**src/rtl/clock_select_ctrl.sv**
```systemverilog
// -----------------------------------------------------------------------------
// clock_select_ctrl
//
// Purpose:
//   Sequences the select lines of a downstream glitch-free clock mux. A
//   switch first drops every select bit for a drain period, then raises
//   the new select and waits a settle period before acknowledging. With
//   AUTO_FAILOVER enabled, a dead active clock triggers an autonomous
//   switch to the lowest-index clock that is still alive.
//
// Ports:
//   clk         in   system clock; all logic on its rising edge
//   rst         in   synchronous active-high reset
//   req_valid   in   one-cycle switch request strobe
//   req_sel     in   requested clock index, sampled with req_valid
//   clk_alive   in   per-clock activity flags, already synchronised to clk
//   clk_select  out  one-hot or all-zero mux select (registered)
//   cur_sel     out  index of the current / most recent clock (registered)
//   busy        out  high while a switch is in progress (registered)
//   ack         out  one-cycle pulse on switch completion (registered)
//   err         out  one-cycle pulse on a rejected request (registered)
// -----------------------------------------------------------------------------
module clock_select_ctrl #(
    parameter int NUM_CLOCKS    = 4,
    parameter int SEL_BITS      = 2,
    parameter int DRAIN_CYCLES  = 8,
    parameter int SETTLE_CYCLES = 8,
    parameter int DEFAULT_SEL   = 0,
    parameter int AUTO_FAILOVER = 1
) (
    input  logic                  clk,
    input  logic                  rst,
    input  logic                  req_valid,
    input  logic [SEL_BITS-1:0]   req_sel,
    input  logic [NUM_CLOCKS-1:0] clk_alive,
    output logic [NUM_CLOCKS-1:0] clk_select,
    output logic [SEL_BITS-1:0]   cur_sel,
    output logic                  busy,
    output logic                  ack,
    output logic                  err
);

    // Full index space of req_sel / cur_sel; may exceed NUM_CLOCKS.
    localparam int PAD_CLOCKS = 1 << SEL_BITS;

    // Counters count down from N-1 to 0, so the state lasts exactly N cycles.
    localparam logic [7:0] DRAIN_LOAD  = 8'(DRAIN_CYCLES - 1);
    localparam logic [7:0] SETTLE_LOAD = 8'(SETTLE_CYCLES - 1);

    localparam logic [SEL_BITS:0]     NUM_CLOCKS_W = (SEL_BITS + 1)'(NUM_CLOCKS);
    localparam logic [NUM_CLOCKS-1:0] ONE_SEL      = NUM_CLOCKS'(1);
    localparam logic [NUM_CLOCKS-1:0] RESET_SELECT = ONE_SEL << DEFAULT_SEL;
    localparam logic [SEL_BITS-1:0]   RESET_INDEX  = SEL_BITS'(DEFAULT_SEL);

    typedef enum logic [1:0] {
        ST_IDLE   = 2'd0,
        ST_DRAIN  = 2'd1,
        ST_SETTLE = 2'd2
    } state_t;

    state_t                state_reg;
    logic [7:0]            drain_cnt_reg;
    logic [7:0]            settle_cnt_reg;
    logic [SEL_BITS-1:0]   target_reg;
    logic [SEL_BITS-1:0]   cur_sel_reg;
    logic [NUM_CLOCKS-1:0] clk_select_reg;
    logic                  busy_reg;
    logic                  ack_reg;
    logic                  err_reg;

    // -------------------------------------------------------------------------
    // clk_alive widened to the whole index space. Indices at or beyond
    // NUM_CLOCKS read as dead, so an out-of-range index can never look usable
    // and never indexes past the real vector.
    // -------------------------------------------------------------------------
    logic [PAD_CLOCKS-1:0] alive_pad;

    generate
        for (genvar gi = 0; gi < PAD_CLOCKS; gi++) begin : g_alive_pad
            if (gi < NUM_CLOCKS) begin : g_real
                assign alive_pad[gi] = clk_alive[gi];
            end else begin : g_unused
                assign alive_pad[gi] = 1'b0;
            end
        end
    endgenerate

    // Lowest-index alive clock: the loop runs high to low so the last hit
    // (lowest index) wins.
    logic [SEL_BITS-1:0] failover_sel;

    always_comb begin
        failover_sel = '0;
        for (int i = NUM_CLOCKS - 1; i >= 0; i--) begin
            if (clk_alive[i]) begin
                failover_sel = SEL_BITS'(i);
            end
        end
    end

    // -------------------------------------------------------------------------
    // IDLE decision logic
    // -------------------------------------------------------------------------
    logic any_alive;
    logic cur_alive;
    logic req_in_range;
    logic req_usable;
    logic failover_go;
    logic start_switch;
    logic [SEL_BITS-1:0] start_target;
    logic req_same_ack;
    logic req_reject;

    assign any_alive    = |clk_alive;
    assign cur_alive    = alive_pad[cur_sel_reg];
    assign req_in_range = {1'b0, req_sel} < NUM_CLOCKS_W;
    assign req_usable   = req_in_range && alive_pad[req_sel];

    // The active clock is dead while another one lives. This takes priority
    // over any request issued in the same cycle; that request is dropped.
    assign failover_go = (AUTO_FAILOVER != 0) && (state_reg == ST_IDLE)
                         && !cur_alive && any_alive;

    always_comb begin
        start_switch = 1'b0;
        start_target = req_sel;
        req_same_ack = 1'b0;
        req_reject   = 1'b0;
        if (state_reg == ST_IDLE) begin
            if (failover_go) begin
                start_switch = 1'b1;
                start_target = failover_sel;
            end else if (any_alive && req_valid) begin
                // With no clock alive at all the block stays quiet, so
                // requests are only evaluated while something is running.
                if (!req_usable) begin
                    req_reject = 1'b1;
                end else if (req_sel == cur_sel_reg) begin
                    req_same_ack = 1'b1;
                end else begin
                    start_switch = 1'b1;
                end
            end
        end
    end

    // -------------------------------------------------------------------------
    // Sequencer. Every output is a register; ack/err default low so they
    // pulse for exactly one cycle.
    // -------------------------------------------------------------------------
    always_ff @(posedge clk) begin
        if (rst) begin
            state_reg      <= ST_IDLE;
            drain_cnt_reg  <= 8'd0;
            settle_cnt_reg <= 8'd0;
            target_reg     <= RESET_INDEX;
            cur_sel_reg    <= RESET_INDEX;
            clk_select_reg <= RESET_SELECT;
            busy_reg       <= 1'b0;
            ack_reg        <= 1'b0;
            err_reg        <= 1'b0;
        end else begin
            ack_reg <= 1'b0;
            err_reg <= 1'b0;
            case (state_reg)
                ST_IDLE: begin
                    if (start_switch) begin
                        // Break the old select before anything new is driven.
                        state_reg      <= ST_DRAIN;
                        drain_cnt_reg  <= DRAIN_LOAD;
                        target_reg     <= start_target;
                        clk_select_reg <= '0;
                        busy_reg       <= 1'b1;
                    end else if (req_same_ack) begin
                        ack_reg <= 1'b1;
                    end else if (req_reject) begin
                        err_reg <= 1'b1;
                    end
                end

                ST_DRAIN: begin
                    // clk_alive changes are deliberately ignored here; the
                    // switch always runs to completion.
                    if (drain_cnt_reg == 8'd0) begin
                        state_reg      <= ST_SETTLE;
                        settle_cnt_reg <= SETTLE_LOAD;
                        clk_select_reg <= ONE_SEL << target_reg;
                        cur_sel_reg    <= target_reg;
                    end else begin
                        drain_cnt_reg <= drain_cnt_reg - 8'd1;
                    end
                end

                ST_SETTLE: begin
                    if (settle_cnt_reg == 8'd0) begin
                        state_reg <= ST_IDLE;
                        busy_reg  <= 1'b0;
                        ack_reg   <= 1'b1;
                    end else begin
                        settle_cnt_reg <= settle_cnt_reg - 8'd1;
                    end
                end

                default: begin
                    // Unreachable encoding: recover to a safe idle state
                    // holding the last committed selection.
                    state_reg      <= ST_IDLE;
                    busy_reg       <= 1'b0;
                    clk_select_reg <= ONE_SEL << cur_sel_reg;
                end
            endcase
        end
    end

    assign clk_select = clk_select_reg;
    assign cur_sel    = cur_sel_reg;
    assign busy       = busy_reg;
    assign ack        = ack_reg;
    assign err        = err_reg;

endmodule

```
**config.mk**
```make
export PLATFORM = sky130hd
export DESIGN_NAME = clock_select_ctrl
export DESIGN_NICKNAME = d
export VERILOG_FILES = /design/src/rtl/clock_select_ctrl.sv
export SDC_FILE = /design/constraint.sdc
export NUM_CORES = 1
export LEC_CHECK = 0
export ABC_AREA = 1
export CAP_MARGIN = 20
export CORE_MARGIN = 2
export CORE_UTILIZATION = 65
export DETAILED_ROUTE_END_ITERATION = 12
export DONT_BUFFER_PORTS = 1
export PLACE_DENSITY_LB_ADDON = 0.12
export SYNTH_ARGS = -nofsm -noshare
export SYNTH_HDL_FRONTEND = slang
export SYNTH_SLANG_ARGS = --single-unit
```
**constraint.sdc**
```tcl
create_clock -name clk -period 2.64 [get_ports clk]
set_clock_uncertainty 0.1 [all_clocks]
set_input_delay 0.264 -clock clk [delete_from_list [all_inputs] [get_ports clk]]
set_output_delay 0.264 -clock clk [all_outputs]
set_load 0.005 [all_outputs]
```
==> qor.yml <==
global_route:
  grt_max_degree: 18
  grt_pass1_wl_um: 6170
  grt-ovfl-total: 0
  grt_pass1_vias: 1474
  antenna_found_initial: 0
  grt_usage_pct: 23.8
setup_path:
  worstSetupPathType: "reg2reg"
  r2r_cells: 9
  cp.arrival_ns: 1.75
  crit_path_max_fanout: 10
  r2r_setup_slack_ns: 0.99
  critPathMaxStageDelay_ns: 0.40
  r2r_end: "settle_cnt_reg[7]$_SDFFE_PP0P_"
  path_buf_inv: 2
  cp_top_family: "simple AND/OR/NAND/NOR gates"
  cp-start-kind: "flop"
  r2r-start: "state_reg[1]$_SDFFE_PP0P_"
  crit_path_end_kind: "flop"
  crit_chain: "inv_2 > nor2_4 > nand4_1 > nand2_4 > nor2_8 > inv_6 > nor2_4 > nor2_2 > nor2_2"
  crit_slowest_cell: "dfxtp_1"
  worstPathRequired_ns: 2.74
route:
  wire_per_inst_um: 11.7
  via_count: 1644
  drt-initial-drc-count: 79
  wirelength_um: 3550
  first_pass_iters: 5
  drc: 0
  drtAntennaViolNets: 0
  via_per_inst: 5.41
timing:
  slew_violations: 0
  period_share_pct: 62.5
  worst_slack_ns: 0.991
  setup_tns_ns: 0
  finalHoldViolations: 0
  fmax_ghz: 0.606
  hold_ws_ns: 0.118
  slew_headroom_pct: 57.0
  timing.final.crit_period_ns: 1.65
  tightest_slew_ns: 0.643
  setup_viol: 0
  rsz0062_at_grt: "false"
clock_network:
  cts_root_buffer: "clkbuf_4"
  insertion_delay_ns: 0.32
  cts.sinks: 29
  cts_resized: 0
  clk_pin_slew_ns: 0.10
  htree_levels: 2
  cts_tree: "done"
  cts_inserted_buffers: 5
  clock_path_buffers: 2
place:
  dp_slack_ns: 1.02
  io_buffer_count: 0
  hpwl_um: 2580
  placed_cells: 295
  gp_congestion: 0.884
layout:
  nets: 285
  multiInputGateArea_um2: 1080
  fin_util_pct: 71.5
  fill_cells: 234
  instances_no_fill: 304
  seq_area_um2: 581
  diodes: 0
  final_common_cell: "nand2_1"
  areaGrowthSynthToFinish_pct: 6.31
  final_cell_mix: "nand2_1 (54), nand3_1 (35), inv_1 (31), nor2_1 (31), dfxtp_1 (29)"
  layout-drive-gt1-share_pct: 14.7
power_and_ir_drop:
  p_switching_mw: 1.19
  comb_power_share_pct: 57.1
  p_clk_share_pct: 15.5
  p_int_mw: 1.29
  pwr-share-seq_pct: 27.5
  leakagePower_nw: 0.870
  power.density_nw_per_um2: 1280
  vdd_drop_max_mv: 0.884
  swShare_pct: 47.9
floorplan:
  die_w_um: 57.0
  die_h_um: 57.0
  initial_utilization_pct: 67.3
  die-area_um2: 3240
  core_um2: 2710
  row_count: 19
  io_pins: 18
synth:
  synth_area_um2: 1820
  ys_types: 30
  ys_seq_area_share_pct: 31.8
  synth.avg_cell_area_um2: 6.83
  syn-num-nets: 280
  synth-seq-cells: 29
  netlist_instances: 267
  ys_warn_count: 0
run_status:
  status: "finished clean"
flow_run:
  drv_cap: 0
min_path:
  holdCritStartpoint: "req_sel[1]"
  whs_endpoint: "target_reg[1]$_SDFFE_PP0P_"
  holdPathStages: 4
  hold_path_class: "in2reg"
==> per-stage QoR <==
stage / power, mW / instance area [um2]
after floorplan: 1.89 / 1820
after global placement: 2.08 / 1840
after detailed placement: 2.09 / 1840
after CTS: 2.49 / 1940
after global routing: 2.71 / 1940
final: 2.49 / 1940
==> area by class of cell <==
cell class	count	share of cell area, %
tap	31	2.00
timing repair buffer	1	0.516
clock inverter	1	1.55
inverter	37	7.55
multi-input combinational	198	55.6
clock buffer	7	2.84
sequential	29	30.0
==> cell families after synthesis <==
| group | count (synthesis) | synth area share [%] |
|---|---|---|
| AND/OR/NAND/NOR | 153 | 42.1 |
| flip-flops | 29 | 31.8 |
| AO/OA/AOI/OAI | 35 | 11.4 |
| XOR/XNOR | 6 | 2.88 |
| adder cells (fa/ha/maj) | 4 | 2.75 |
| buffers and inverters | 40 | 9.06 |
==> cells in the mapped netlist <==
| master | number | share of area, % |
|---|---|---|
| a21boi_1 | 1 | 0.41 |
| a21oi_1 | 14 | 3.8 |
| a21oi_2 | 5 | 2.4 |
| a21oi_4 | 1 | 0.89 |
| buf_6 | 1 | 0.62 |
| clkbuf_1 | 2 | 0.41 |
| dfxtp_1 | 29 | 32 |
| ha_1 | 4 | 2.7 |
| inv_1 | 31 | 6.4 |
| inv_2 | 4 | 0.82 |
| inv_4 | 1 | 0.34 |
| inv_6 | 1 | 0.48 |
| nand2_1 | 54 | 11 |
| nand2_2 | 6 | 2.1 |
| nand2_4 | 2 | 1.2 |
| nand3_1 | 35 | 9.6 |
| nand3_4 | 2 | 1.9 |
| nand3b_1 | 3 | 1.2 |
| nand4_1 | 4 | 1.4 |
| nor2_1 | 31 | 6.4 |
| nor2_2 | 4 | 1.4 |
| nor2_4 | 4 | 2.5 |
| nor2_8 | 1 | 1.1 |
| nor3_1 | 5 | 1.4 |
| o21ai_0 | 10 | 2.7 |
| o21ai_1 | 4 | 1.1 |
| or2_2 | 1 | 0.34 |
| or2_4 | 1 | 0.48 |
| xnor2_1 | 2 | 0.96 |
| xor2_1 | 4 | 1.9 |
==> worst min-delay path, cell delays in order <==
cell	delay [ns]
nand2_1	0.03
o21ai_0	0.06
o21ai_0	0.08
nor2_1	0.08
==> per-layer routing <==
layer  share of wire, %  vias to the layer above  GRT usage (%)
met4                1.1                        0           7.64
met5                  0                        -              0
met1                 48                      732           31.2
met3                5.3                        8           5.44
met2                 46                       32           38.9
li1                   -                      872              -
==> power by group through the flow <==
stage / sequential (mW) / clock (mW) / combinational (mW)
after floorplan: 0.669 / 0 / 1.22
after global placement: 0.689 / 0 / 1.39
after detailed placement: 0.691 / 0 / 1.40
after CTS: 0.684 / 0.390 / 1.41
after global routing: 0.701 / 0.402 / 1.61
final: 0.683 / 0.385 / 1.42
==> how the worst max path moves through the flow <==
stage / depth (start not counted) / start / to
finish: 9 / state_reg[1]$_SDFFE_PP0P_ / settle_cnt_reg[7]$_SDFFE_PP0P_
global route: 11 / drain_cnt_reg[0]$_SDFFE_PP0P_ / drain_cnt_reg[6]$_SDFFE_PP0P_
floorplan: 11 / drain_cnt_reg[0]$_SDFFE_PP0P_ / drain_cnt_reg[2]$_SDFFE_PP0P_
global placement: 11 / drain_cnt_reg[0]$_SDFFE_PP0P_ / drain_cnt_reg[7]$_SDFFE_PP0P_
detailed placement: 8 / state_reg[1]$_SDFFE_PP0P_ / settle_cnt_reg[6]$_SDFFE_PP0P_
CTS: 9 / state_reg[1]$_SDFFE_PP0P_ / settle_cnt_reg[7]$_SDFFE_PP0P_
==> repair_timing <==
action / 4_1_cts / 5_1_grt
hold buffers: 1 / 0
hold endpoints to repair: 13 / 0
buffers inserted: 0 / 0
No activity file was read; power rests on OpenSTA's default activity.
